File: config.mk
export PLATFORM = sky130hd
export DESIGN_NAME = fetch_unit
export DESIGN_NICKNAME = d
export VERILOG_FILES = /design/src/rtl/fetch_unit.sv
export SDC_FILE = /design/constraint.sdc
export NUM_CORES = 1
export LEC_CHECK = 0
export ABC_CLOCK_PERIOD_IN_PS = 3900
export CAP_MARGIN = 20
export CORE_MARGIN = 2
export CORE_UTILIZATION = 60
export CTS_BUF_LIST = sky130_fd_sc_hd__clkbuf_4 sky130_fd_sc_hd__clkbuf_8 sky130_fd_sc_hd__clkbuf_16
export DETAILED_ROUTE_END_ITERATION = 7
export MAX_ROUTING_LAYER = met4
export PLACE_DENSITY = 0.84
export SYNTH_ARGS = -nofsm -noshare
export SYNTH_HDL_FRONTEND = slang
export SYNTH_SLANG_ARGS = --single-unit
export TNS_END_PERCENT = 10
File: constraint.sdc
create_clock -name CLK -period 3.9 [get_ports CLK]
set_input_delay 0.975 -clock CLK [delete_from_list [all_inputs] [get_ports CLK]]
set_output_delay 0.975 -clock CLK [all_outputs]
set_load 0.03 [all_outputs]
File: src/rtl/fetch_unit.sv
// Instruction-fetch stage: PC, loadable instruction RAM and run controller
// feeding the decoder through a valid/ready slot with jump flush and faults.
module fetch_unit #(
    parameter int                ADDR_W   = 32,
    parameter int                INSTR_W  = 32,
    parameter int                DEPTH    = 32,
    parameter int                PC_STEP  = 4,
    parameter logic [ADDR_W-1:0] START_PC = '0
) (
    input  logic                     CLK,
    input  logic                     RST_n,
    input  logic                     St,
    input  logic                     done,
    input  logic                     jump,
    input  logic [ADDR_W-1:0]        jump_target,
    input  logic                     load_we,
    input  logic [$clog2(DEPTH)-1:0] load_addr,
    input  logic [INSTR_W-1:0]       load_data,
    input  logic                     instr_ready,
    output logic                     instr_valid,
    output logic [INSTR_W-1:0]       instr_out,
    output logic [ADDR_W-1:0]        instr_pc,
    output logic                     enable,
    output logic                     fault
);

    localparam int                SHIFT = $clog2(PC_STEP);
    localparam int                IDX_W = $clog2(DEPTH);
    localparam logic [ADDR_W-1:0] STEP  = ADDR_W'(PC_STEP);
    localparam logic [ADDR_W-1:0] MASK  = ADDR_W'(PC_STEP - 1);
    localparam logic [ADDR_W-1:0] LIMIT = ADDR_W'(DEPTH);

    if (DEPTH < 2) begin : g_bad_depth
        $error("fetch_unit: DEPTH must be at least 2");
    end
    if ((1 << SHIFT) != PC_STEP) begin : g_bad_step
        $error("fetch_unit: PC_STEP must be a power of two");
    end
    if ((START_PC & MASK) != '0) begin : g_bad_start
        $error("fetch_unit: START_PC must be PC_STEP aligned");
    end

    typedef enum logic [1:0] {
        IDLE  = 2'd0,
        RUN   = 2'd1,
        FAULT = 2'd2
    } state_t;

    state_t              state;
    logic [ADDR_W-1:0]   pc;
    logic [ADDR_W-1:0]   idx;
    logic [INSTR_W-1:0]  mem [DEPTH];
    logic [INSTR_W-1:0]  rd_data;
    logic                slot_free;
    logic                in_range;
    logic                misaligned;
    logic                load_ok;

    assign idx        = pc >> SHIFT;
    assign in_range   = idx < LIMIT;
    assign rd_data    = mem[idx[IDX_W-1:0]];
    assign slot_free  = !instr_valid || instr_ready;
    assign misaligned = |(jump_target & MASK);
    assign load_ok    = load_we && (state != RUN);

    // Loads and fetches never share an edge: one needs RUN, the other not.
    always_ff @(posedge CLK) begin
        if (load_ok) begin
            mem[load_addr] <= load_data;
        end
    end

    always_ff @(posedge CLK or negedge RST_n) begin
        if (!RST_n) begin
            state       <= IDLE;
            pc          <= START_PC;
            instr_valid <= 1'b0;
            instr_out   <= '0;
            instr_pc    <= '0;
            enable      <= 1'b0;
            fault       <= 1'b0;
        end else if (St) begin
            state       <= RUN;
            pc          <= START_PC;
            instr_valid <= 1'b0;
            enable      <= 1'b1;
            fault       <= 1'b0;
        end else if (state == RUN) begin
            if (done) begin
                state       <= IDLE;
                instr_valid <= 1'b0;
                enable      <= 1'b0;
            end else if (jump) begin
                // Flush unconditionally; the new stream starts next cycle.
                instr_valid <= 1'b0;
                pc          <= jump_target;
                if (misaligned) begin
                    state  <= FAULT;
                    enable <= 1'b0;
                    fault  <= 1'b1;
                end
            end else if (slot_free) begin
                if (in_range) begin
                    instr_out   <= rd_data;
                    instr_pc    <= pc;
                    instr_valid <= 1'b1;
                    pc          <= pc + STEP;
                end else begin
                    state       <= FAULT;
                    instr_valid <= 1'b0;
                    enable      <= 1'b0;
                    fault       <= 1'b1;
                end
            end
        end
    end

endmodule

==> summary.txt, run 1 <==
Hold path
  • Hold/Removal Path Class: primary input to async pin

Floorplan
  • Die ar.: 74,360 um^2
  • Die height: about 270 um
  • Die X: approximately 270 um
  • # rows: 98
  • Ports: 143
  • Starting Density: 0.6059
  • Core Area: 71,490 um^2

Timing
  • Final worst path period need: approximately 3.2 ns
  • Final Cycle Share: 0.8277
  • Pins Over Slew Limit: 0
  • RSZ-0062 raised after global routing: no
  • Final setup fails: 0
  • Slew HR: 0.3068
  • Setup TNS: 0 ns
  • Maximum clock frequency: 309.8 MHz
  • Worst-case clock skew: around 0.038 ns
  • Hold Vio Cnt, Final: 0
  • Least-Margin Pin Slew: 1.040 ns

Yosys
  • Yosys warnings: 0
  • Syn Nets: 2,197
  • Area contributors post-synth: edfxtp_1 71%, mux4_2 13%, dfrtp_1 5.8%
  • Synth unique cells: 54
  • Seq/Total Area, Yosys: 0.7676
  • Post-synth top area cell: edfxtp_1
  • Async SR Flop Fraction: 0.08897
  • Gate Count Post-Synth: 2,120
  • FF+latch count, synth: 1,124
  • Post-synth top area share: 0.7099
  • Most common flop cell mapped by yosys: edfxtp_1
  • Cell Area, Synth: 43,320 um^2
  • Post-synth EDFFs: 1,024
  • Syn avg cell area: roughly 20 um^2

Layout
  • Fillers: 3,814
  • Multi-input logic area: between 9000 and 10,000 um^2
  • Nets: around 2,400
  • Post-route cell area: 50,510 um^2
  • Reg area: approximately 33,000 um^2
  • Core Util, Final: 0.7066
  • Synthesis-to-layout area growth: 16.62%
  • Fraction of layout cells with a size suffix above 1: 0.2490

GRT
  • Overflow after GRT: 0
  • First-pass GRT wire length: 167,600 um
  • Vias in the first global route: 24,303
  • Overall Global Routing Usage: 0.3234
  • Pin count of the biggest net entering global routing: 97
  • Initial antenna violation count: 5

Power
  • Leak Pwr: around 16 nW
  • Peak supply drop: 0.4633 mV
  • Cell Pwr Density: around 540 nW/um^2

Routing
  • Via density: 6.975
  • Iter 0 DRT Violations: 4,180
  • WL final: roughly 110,000 um
  • Post-route ant nets: 0
  • Residual DRC: 1
  • Vias: 23,847
  • Detailed Routing Iterations Pass 1: 8
  • Routed len/inst: 33.58 um

Placed design
  • HPWL Detailed: 62,530 um
  • GP Congestion: 0.9041
  • Port bufs: 142
  • Placed Area: 46,830 um^2

Setup path
  • Flop2flop setup slack: 0.67 ns
  • WP data arrival: 3.71 ns
  • WP data required: 4.38 ns
  • Critical path class: flip-flop to flip-flop
  • Worst path slowest cell: dfrtp_4
  • R2R depth: 6
  • Worst flop-to-flop path endpoint: instr_out[28]
  • Crit path cell chain: buf_12 > mux4_2 > a22oi_1 > nand2_1 > a22oi_1 > o21ai_1
  • Critical Path Most Common Cell: a22oi_1
  • CP Buf/Inv Count: 1
  • Crit path largest cell delay: ~0.89 ns
  • CP endpoint kind: flip-flop
  • CP max FO: 30
  • CP Launch Type: flip-flop
  • R2r startpoint: pc[2]
  • Largest delay share family, worst path: compound AO/OA/AOI/OAI gates

Clock network
  • CTS tree: built
  • Clk_lat worst skew: 0.68 ns
  • Post-CTS setup buffers: 0
  • Cts hold-fix bufs: 0
  • CTS Sinks: between 1,000 and 1,500
  • Root Driver: clkbuf_16
  • Max clock buf depth: 3
  • H-tree Lvls: 3
  • Clk slew on worst S/H paths: 0.07 ns
  • TritonCTS Buffers: 108
  • Post-CTS sizing: 0

Run status
  • Status: complete, but fails checks
  • Failing checks: DRC

Flow run
  • Total of max-cap violations: 0
## flip-flops by register name, summed over array words and instances, names as in the netlist
name         cells
mem           1024
instr_out       32
instr_pc        32
pc              32
state            2
fault            1
instr_valid      1
## metrics by stage
stage / cells / worst slack [ns] / power (mW) / hold slack, ns
2_1_floorplan: 2120 / 0.5867 / 15.35 / 0.4817
3_3_place_gp: 3209 / 0.5494 / 16.47 / 0.4683
3_5_place_dp: 3209 / 0.4957 / 16.56 / 0.4714
4_1_cts: 3409 / 0.6878 / 27.22 / 0.4891
5_1_grt: 3417 / 0.6194 / 27.81 / 0.1724
6_report: 3419 / 0.6718 / 27.20 / 0.1728
## cells by family (layout without fill, tap and decap cells)
group / Yosys count / after routing / share of synthesized area
fa+ha+maj: 1 / 1 / 0.0002888
flops: 1124 / 1124 / 0.7676
compound gates: 278 / 278 / 0.04431
simple gates: 297 / 297 / 0.03449
buf+inv: 147 / 489 / 0.01542
other cells: 0 / 7 / 0
mux: 273 / 273 / 0.1378
## where the power goes
group | total (mW) | switching (mW) | internal [mW] | leakage, nW
Combinational | 2.86 | 1.69 | 1.17 | 3.91
Clock | 10.8 | 4.53 | 6.24 | 1.81
Sequential | 13.6 | 0.199 | 13.4 | 10.6
## Yosys cell counts (all sizes together), types with 5 or more instances
cell type,count
clkbuf,70
nand2,118
a22oi,70
a211oi,7
a31oi,22
mux2,7
dfrtp,100
a221oi,7
nor2,46
a21oi,68
a22o,20
or3,7
inv,23
nor2b,24
a211o,21
o31ai,5
nand2b,27
nand4,6
edfxtp,1024
o21ai,35
nor3,8
buf,54
nor4,10
mux2i,10
and2,27
mux4,256
nand3,11
a32o,10
## per-layer routing
layer / global-route usage / vias to the layer above / routed length [um]
li1: - / 9245 / -
met1: 0.4219 / 12112 / 38750
met2: 0.5039 / 2184 / 56370
met3: 0.07249 / 306 / 14880
met4: 0.1262 / 0 / 4806
met5: - / - / 0
## worst max-delay path by stage
stage | slack (ns) | cells after the start | from | to
6_report | 0.67 | 6 | pc[2] | instr_out[28]
5_1_grt | 0.62 | 6 | pc[2] | instr_out[24]
4_1_cts | 0.69 | 6 | pc[2] | instr_out[28]
3_5_place_dp | 0.50 | 7 | done | instr_out[26]
3_3_place_gp | 0.55 | 7 | done | instr_out[26]
2_1_floorplan | 0.59 | 3 | load_addr[1] | mem[12][0]
## area by class of cell
| class | instances | share of cell area |
|---|---|---|
| Sequential cell | 1124 | 0.6585 |
| Multi-Input combinational cell | 849 | 0.1912 |
| Clock buffer | 130 | 0.05759 |
| Timing Repair Buffer | 266 | 0.05291 |
| Tap cell | 950 | 0.02353 |
| Clock inverter | 70 | 0.01414 |
| Inverter | 23 | 0.001709 |
| Antenna cell | 7 | 0.0003468 |
## placed cells by master, fill, tap and decap left out, types with 8 or more instances in the layout
cell type | Yosys | layout
buf_12 | 0 | 24
clkbuf_16 | 0 | 110
clkinv_1 | 0 | 27
buf_4 | 3 | 99
a32o_1 | 10 | 10
edfxtp_1 | 1024 | 1024
bufinv_16 | 0 | 14
a211o_1 | 21 | 21
a31oi_1 | 22 | 22
mux2i_1 | 10 | 10
nand3_1 | 11 | 11
nand2_1 | 118 | 118
mux4_2 | 256 | 256
a22oi_1 | 70 | 70
o21ai_1 | 29 | 29
nor2_4 | 0 | 33
a21oi_1 | 68 | 68
inv_1 | 23 | 23
clkbuf_4 | 0 | 19
and2_1 | 27 | 26
clkdlybuf4s50_1 | 0 | 140
a22o_1 | 20 | 20
clkinv_2 | 0 | 20
nand2b_1 | 27 | 27
nor2_1 | 46 | 13
nor2b_1 | 24 | 22
dfrtp_1 | 100 | 95
nor3_1 | 8 | 8
Note: power is estimated with default switching activity, not from simulation.
==> run 2, diff against run 1 <==
--- a/config.mk
+++ b/config.mk
@@ -5,7 +5,7 @@
 export SDC_FILE = /design/constraint.sdc
 export NUM_CORES = 1
 export LEC_CHECK = 0
-export ABC_CLOCK_PERIOD_IN_PS = 3900
+export ABC_CLOCK_PERIOD_IN_PS = 3400
 export CAP_MARGIN = 20
 export CORE_MARGIN = 2
 export CORE_UTILIZATION = 60
==> constraint.sdc (replaced) <==
create_clock -name CLK -period 3.4 [get_ports CLK]
set_input_delay 0.85 -clock CLK [delete_from_list [all_inputs] [get_ports CLK]]
set_output_delay 0.85 -clock CLK [all_outputs]
set_load 0.03 [all_outputs]
==> summary.txt, run 2 (synthesis results as in run 1) <==
Power
  • Cell Pwr Density: 609.4 nW/um^2 (+13%)
  • Peak supply drop: 0.4211 mV (-9.1%)
  • Leak Pwr: 16.28 nW (about the same)

Setup path
  • Crit path launch: pc[2]
  • Crit path cell chain: buf_12 > buf_12 > buf_4 > mux4_2 > a22o_1 > a21oi_1 > a32o_1 > o21ai_1
  • Worst path slowest cell: dfrtp_4
  • Largest delay share family, worst path: compound AO/OA/AOI/OAI gates
  • Critical path class: flip-flop to flip-flop
  • CP max FO: 19 (-37%)
  • CP Buf/Inv Count: 3 (+2)
  • Crit path largest cell delay: 0.70 ns (-0.19 ns)
  • CP Launch Type: flip-flop
  • WP data arrival: 3.44 ns (-0.27 ns)
  • WP data required: 3.93 ns (-0.45 ns)
  • CP endpoint kind: flip-flop
  • Critical Path Most Common Cell: buf_12
  • R2r startpoint: pc[2]

Routing
  • Via density: 6.962 (-0.19%)
  • Routed len/inst: 34.10 um (+1.6%)
  • Detailed Routing Iterations Pass 1: 8 (unchanged)
  • Iter 0 DRT Violations: 4,142 (-0.91%)
  • Vias: 23,851 (+0.017%)
  • Residual DRC: 0 (-1)
  • WL final: 116,800 um (+1.8%)
  • Post-route ant nets: 0 (unchanged)

Layout
  • Commonest non-fill, non-tap cells in the layout: 1,024 x edfxtp_1, 256 x mux4_2, 141 x clkdlybuf4s50_1
  • Multi-input logic area: 9661 um^2 (unchanged)
  • Fillers: 3,826 (+0.31%)
  • Leading cell type in the layout, fill and taps excluded: edfxtp_1
  • Nets: 2,461 (+0.49%)
  • Core Util, Final: 0.7074 (+0.0007530)
  • Max reg flops: 1,024 (unchanged)
  • Fraction of layout cells with a size suffix above 1: 0.2541 (+0.005067)
  • Biggest register: mem
  • Synthesis-to-layout area growth: 16.74%
  • Reg area: 33,270 um^2 (unchanged)

Placed design
  • Port bufs: 142 (unchanged)
  • GP Congestion: 0.9012 (-0.32%)
  • HPWL Detailed: 62,010 um (-0.84%)

Timing
  • Final hold slack: 0.2094 ns (+0.03661 ns)
  • Final Cycle Share: 0.8557 (+0.02794)
  • Hold Vio Cnt, Final: 0 (unchanged)
  • Maximum clock frequency: 343.7 MHz (+11%)
  • Pins Over Slew Limit: 0 (unchanged)
  • Least-Margin Pin Slew: 1.186 ns (+0.1464 ns)
  • Worst-case clock skew: 0.03440 ns (-0.003838 ns)
  • Final setup fails: 0 (unchanged)
  • RSZ-0062 raised after global routing: no
  • Setup TNS: 0 ns (unchanged)
  • Slew HR: 0.2067 (-0.1001)
  • Final worst path period need: 2.909 ns (-0.3189 ns)

Floorplan
  • Die X: 272.7 um (unchanged)
  • Core Area: 71,490 um^2 (unchanged)
  • Die height: 272.7 um (unchanged)
  • # rows: 98 (unchanged)
  • Die ar.: 74,360 um^2 (unchanged)
  • Ports: 143 (unchanged)
  • Starting Density: 0.6059 (unchanged)

Clock network
  • CTS tree: built
  • CTS Sinks: 1,124 (unchanged)
  • Clk slew on worst S/H paths: 0.07 ns (about the same)
  • Post-CTS sizing: 0 (unchanged)
  • Root Driver: clkbuf_16
  • Post-CTS setup buffers: 0 (unchanged)
  • Cts hold-fix bufs: 0 (unchanged)
  • Max clock buf depth: 3 (unchanged)
  • TritonCTS Buffers: 105 (-2.8%)
  • H-tree Lvls: 3 (unchanged)
  • Clk_lat worst skew: 0.69 ns (about the same)

Flow run
  • Total of max-cap violations: 0 (unchanged)

GRT
  • Vias in the first global route: 24,459 (+0.64%)
  • First-pass GRT wire length: 170,100 um (+1.5%)
  • Pin count of the biggest net entering global routing: 101 (+4.1%)
  • Overall Global Routing Usage: 0.3311 (+0.007710)
  • Overflow after GRT: 0 (unchanged)
  • Initial antenna violation count: 8 (+3)

Hold path
  • Hold/Removal Path Class: primary input to async pin

Run status
  • Status: complete, no violations
==> run 2: stage by stage <==
| stage | instance area (um^2) | std cells | power (mW) | setup slack (ns) |
|---|---|---|---|---|
| after floorplan | 43320 | 2120 | 17.61 | 0.2117 |
| after global placement | 47040 | 3226 | 18.96 | 0.4120 |
| after detailed placement | 47040 | 3226 | 19.05 | 0.3644 |
| after CTS | 50540 | 3417 | 30.85 | 0.4839 |
| after global routing | 50570 | 3425 | 31.52 | 0.3575 |
| final | 50570 | 3426 | 30.82 | 0.4907 |
==> run 2: area by class of cell <==
cell class                      instances  area share
Multi-Input combinational cell        849      0.1910
Tap cell                              950     0.02351
Sequential cell                      1124      0.6578
Clock inverter                         65     0.01408
Clock buffer                          126     0.05508
Timing Repair Buffer                  281     0.05636
Antenna cell                            8   0.0003959
Inverter                               23    0.001707
==> run 2: final timing paths <==
path                                  to  slack (ns)  cells after the start
min reg2reg                 instr_pc[25]        0.48                      1
max in group asynchronous    instr_pc[2]        2.65                      2
max                        instr_out[21]        0.49                      8
min in group CLK            instr_pc[25]        0.48                      1
min                        instr_out[24]        0.21                      2
max reg2reg                instr_out[21]        0.49                      8
==> run 2: metal layers <==
layer / GRT usage / part of all wire / vias to the layer above
met2: 0.5163 / 0.49 / 2069
met1: 0.4171 / 0.33 / 12136
li1: - / - / 9257
met5: - / 0 / -
met3: 0.08259 / 0.13 / 389
met4: 0.1482 / 0.049 / 0
==> run 2: power breakdown <==
group	internal, mW	switching [mW]
registers	15.3	0.207
logic	1.38	1.97
clock network	6.72	5.20
==> edit 1, RTL diff (config.mk and constraints of run 1) <==
The parameter `ADDR_W` goes from 32 to 24.
--- a/src/rtl/fetch_unit.sv
+++ b/src/rtl/fetch_unit.sv
@@ -3,3 +3,3 @@
 module fetch_unit #(
-    parameter int                ADDR_W   = 32,
+    parameter int                ADDR_W   = 24,
     parameter int                INSTR_W  = 32,
Interface: changed (resized instr_pc and jump_target); port bits go from 143 to 127. The function was not compared with the original's and may differ.
==> edit 1 against run 1 <==
  * Non-clock buffer count is 21 lower
  * Final area decreased by 2.0%
  * Total power rose by 0.65%
  * Routed wire length shrank 7.3%
  * Sequential cell count fell by 16
  * Synthesized cell count fell by 2.7%
  * Setup slack better by 0.051 ns
  * Area after synthesis decreased by 1.6%
  * Critical path type unchanged
  * Largest power group unchanged
  * Highest routed layer unchanged
==> edit 1: results (changes against run 1) <==
synth:
  async_flop_share: 0.0758  # -0.0132
  yosysSeqAreaShare: 0.771  # +0.00318
  synth_cells: 2063  # -2.7%
  synthTopCellsByArea: "edfxtp_1 72%, mux4_2 10%, dfrtp_1 4.9%"
  synth-adder-area-share: 0.000294  # +0.00000473
  synthTopCellsByCount: "1,024 x edfxtp_1, 192 x mux4_2, 103 x mux2i_1, 94 x nand2_1, 84 x dfrtp_1"
timing:
  min_period_ns: 3.18  # -0.0512 ns
  skew_ns: 0.0270  # -0.0113 ns
drt:
  drt_first_pass_iters: 6  # -2
  drtIter0Drc: 3159  # -24%
  via_count: 22600  # -5.2%
global_routing:
  grt_use_met3: 0.0738  # +0.00135
  grt_max_degree: 65  # -33%
  grt.met2_usage: 0.472  # -0.0315
  grt_pass1_vias: 22800  # -6.3%
power:
  netSwitchingPower_uw: 6530  # +1.8%
  seqPwrFrac: 0.494  # -0.005
  p_clk_frac: 0.383  # -0.013
setup_path:
  r2r_slack_ns: 0.72  # +0.05 ns
  cp.arrival_ns: 3.68  # -0.03 ns
final_layout:
  drive_above_1_share: 0.260  # +0.0114
  fillCellCount: 3893  # +2.1%
placed_design:
  io_buffers: 126  # -11%
  hpwl_mm: 60.2  # -3.8%
outcome:
  outcome: "complete, no violations"
floorplan:
  core_um2: 70100  # -1.9%
## edit 1: changes by cell type after synthesis, sizes merged, moves of 25 or more
| cell | run 1 | this run |
|---|---|---|
| a211oi | 7 | 35 |
| a21oi | 68 | 13 |
| a221oi | 7 | 32 |
| a22oi | 70 | 3 |
| and2 | 27 | 1 |
| mux2 | 7 | 73 |
| mux2i | 10 | 103 |
| mux4 | 256 | 192 |
| o211ai | 0 | 32 |
| o221ai | 0 | 32 |
| o2bb2ai | 0 | 32 |
## edit 1: layout make-up
cell class              instances  area [um2]  share of cell area
diodes                          5        12.5            0.000253
clock buffers                 147        3070              0.0621
clock inverters                48         513              0.0104
inverters                      10        37.5            0.000758
multi-input cells             823        9400               0.190
flip-flops and latches       1108       32900               0.664
well taps                     940        1180              0.0237
repair buffers                245        2450              0.0495
## edit 1: path summary, 6_finish.rpt
| path | endpoint | depth (start not counted) | from |
|---|---|---|---|
| worst min-delay path | instr_pc[9]$_DFFE_PN0P_ | 1 | RST_n |
| max in group asynchronous | instr_out[0]$_DFFE_PN0P_ | 2 | RST_n |
| worst min register to register | instr_pc[8]$_DFFE_PN0P_ | 1 | instr_pc[8]$_DFFE_PN0P_ |
| worst max register to register | instr_out[19]$_DFFE_PN0P_ | 4 | pc[3]$_DFFE_PN0P_ |
| worst max-delay path | instr_out[19]$_DFFE_PN0P_ | 4 | pc[3]$_DFFE_PN0P_ |
| min in group CLK | instr_pc[8]$_DFFE_PN0P_ | 1 | instr_pc[8]$_DFFE_PN0P_ |
## edit 1: routing by layer
layer  vias to the layer above  routed length (um)
met5                         -                   0
met4                         0                3650
met3                       256               13000
met2                      1747               52100
met1                     11600               37700
li1                       9018                   -
==> edit 2, RTL diff (flow settings as in run 1) <==
Made on the original files. Make the reset (`RST_n`) synchronous in one clocked block.
--- a/src/rtl/fetch_unit.sv
+++ b/src/rtl/fetch_unit.sv
@@ -72,3 +72,3 @@
 
-    always_ff @(posedge CLK or negedge RST_n) begin
+    always_ff @(posedge CLK) begin
         if (!RST_n) begin
Check against the original RTL: not equivalent (Yosys sat finds a counterexample within 4 cycles, from zero or initial values and one cycle with RST_n low; the reset may be asserted at any time).
==> edit 2 against run 1 <==
  * Sequential cell count unchanged
  * Final area decreased by 0.72%
  * Setup slack gained 0.25 ns
  * Area after synthesis down 0.58%
  * Routed wire length fell by 6.3%
  * Sequential share of layout area fell by 0.52 points
  * Critical endpoint is now instr_out[20]$_SDFFE_PN0P_
  * Largest cell class unchanged
Power is not compared: it rests on default switching activity, and its combinational part moved more than twofold at a synthesized area within 25%.
==> edit 2: results (changes against run 1) <==
outcome:
  outcome: "complete, no violations"
synth:
  synthMuxAreaShare: 0.136  # -0.00189
  synth_nets: 2280  # +3.8%
  synth_cell_types: 67  # +24%
  synthTopCellsByCount: "1,024 x edfxtp_1, 207 x mux4_2, 109 x mux2i_1, 100 x dfxtp_1, 95 x a21oi_1"
  synth_compound_area_frac: 0.0516  # +0.00729
  synth-adder-area-share: 0.000291  # +0.00000170
  synthTopCellsByArea: "edfxtp_1 71%, mux4_2 11%, dfxtp_1 4.6%"
  synth_edf_count: 1024  # unchanged
  ys_warn_count: 0  # unchanged
  yosysSeqAreaShare: 0.761  # -0.00712
  async_flop_share: 0  # -0.0890
drt:
  drtIter0Drc: 3272  # -22%
  via_per_inst: 6.74  # -3.3%
  post_drt_wl_per_cell_um: 30.9  # -8.0%
  drt_first_pass_iters: 6  # -2
global_routing:
  grtUsageTotal: 0.303  # -0.0200
  grt_max_degree: 100  # +3.1%
  grt_pass1_vias: 24100  # -0.91%
  antenna_found_initial: 2  # -3
  grt_pass1_wl_mm: 158  # -5.6%
worst_hold_path:
  hp-class: "register to register"
final_layout:
  final_net_count: 2518  # +2.8%
  drive_above_1_share: 0.220  # -0.0287
  syn_to_final_growth_pct: 16.5
placed_design:
  dpl_cell_area_um2: 46300  # -1.0%
  hpwl_mm: 61.6  # -1.4%
  io_buffers: 142  # unchanged
  gp_congestion: 0.936  # +3.5%
setup_path:
  r2r-start: "pc[2]$_SDFFE_PP0P_"
  crit_start: "done"
  cp.arrival_ns: 3.58  # -0.13 ns
  r2r_slack_ns: 1.00  # +0.33 ns
  path_max_fanout: 23  # -23%
  r2r-end: "instr_out[1]$_SDFFE_PN0P_"
clock_tree:
  insertion_delay_ns: 0.68  # about the same
  cts_buffers: 106  # -1.9%
timing:
  slew_headroom: 0.308  # +0.00106
  skew_ns: 0.0265  # -0.0117 ns
## edit 2: kinds of logic after synthesis
| group | count (synthesis) |
|---|---|
| buffers and inverters | 131 |
| multiplexers | 325 |
| AO/OA/AOI/OAI | 332 |
| flip-flops | 1124 |
| AND/OR/NAND/NOR | 290 |
| adder cells (fa/ha/maj) | 1 |
## edit 2: worst max path at each step
stage,to,slack (ns),depth (start not counted)
floorplan,mem[12][0]$_DFFE_PP_,0.59,3
global placement,instr_out[6]$_SDFFE_PN0P_,0.44,7
detailed placement,instr_out[19]$_SDFFE_PN0P_,0.30,8
CTS,instr_out[1]$_SDFFE_PN0P_,0.95,6
global route,instr_out[1]$_SDFFE_PN0P_,0.84,6
finish,instr_out[20]$_SDFFE_PN0P_,0.93,6
## edit 2: final cells by class
type	count	area, um2
repair buffers	253	2720
clock inverters	66	701
well taps	950	1190
diodes	3	7.51
flip-flops and latches	1124	32800
clock buffers	129	2880
multi-input cells	948	9860
inverters	8	30.0
fillers	4104	21100
## edit 2: power groups by stage
stage	registers, uW	clock network, uW	logic (uW)
after global routing	13200	11000	995
final	13200	10500	949
after global placement	13500	0	870
after CTS	13200	10600	916
after floorplan	13500	0	433
after detailed placement	13500	0	901
## edit 2: critical path, cell delays in order
cell and delay (ns):
clkdlybuf4s50_1 0.49, or3b_1 0.45, nor4_2 0.34, nand3_2 0.35, nor2_4 0.66, a221o_1 0.29
## edit 2: layer usage
metal	GRT usage	routed length, um	vias to the layer above
met1	0.385	37500	11900
met3	0.0573	11300	344
met5	-	0	-
li1	-	-	9568
met2	0.484	53400	1689
met4	0.136	5460	0
## edit 2: per-stage QoR
step	worst slack, ns	util	std cells	hold WS [ns]
floorplan	0.587	-	2203	0.436
detailed placement	0.298	0.651	3274	0.443
global placement	0.443	0.651	3274	0.440
finish	0.927	0.704	3481	0.456
CTS	0.954	0.701	3469	0.460
global route	0.842	0.704	3481	0.471
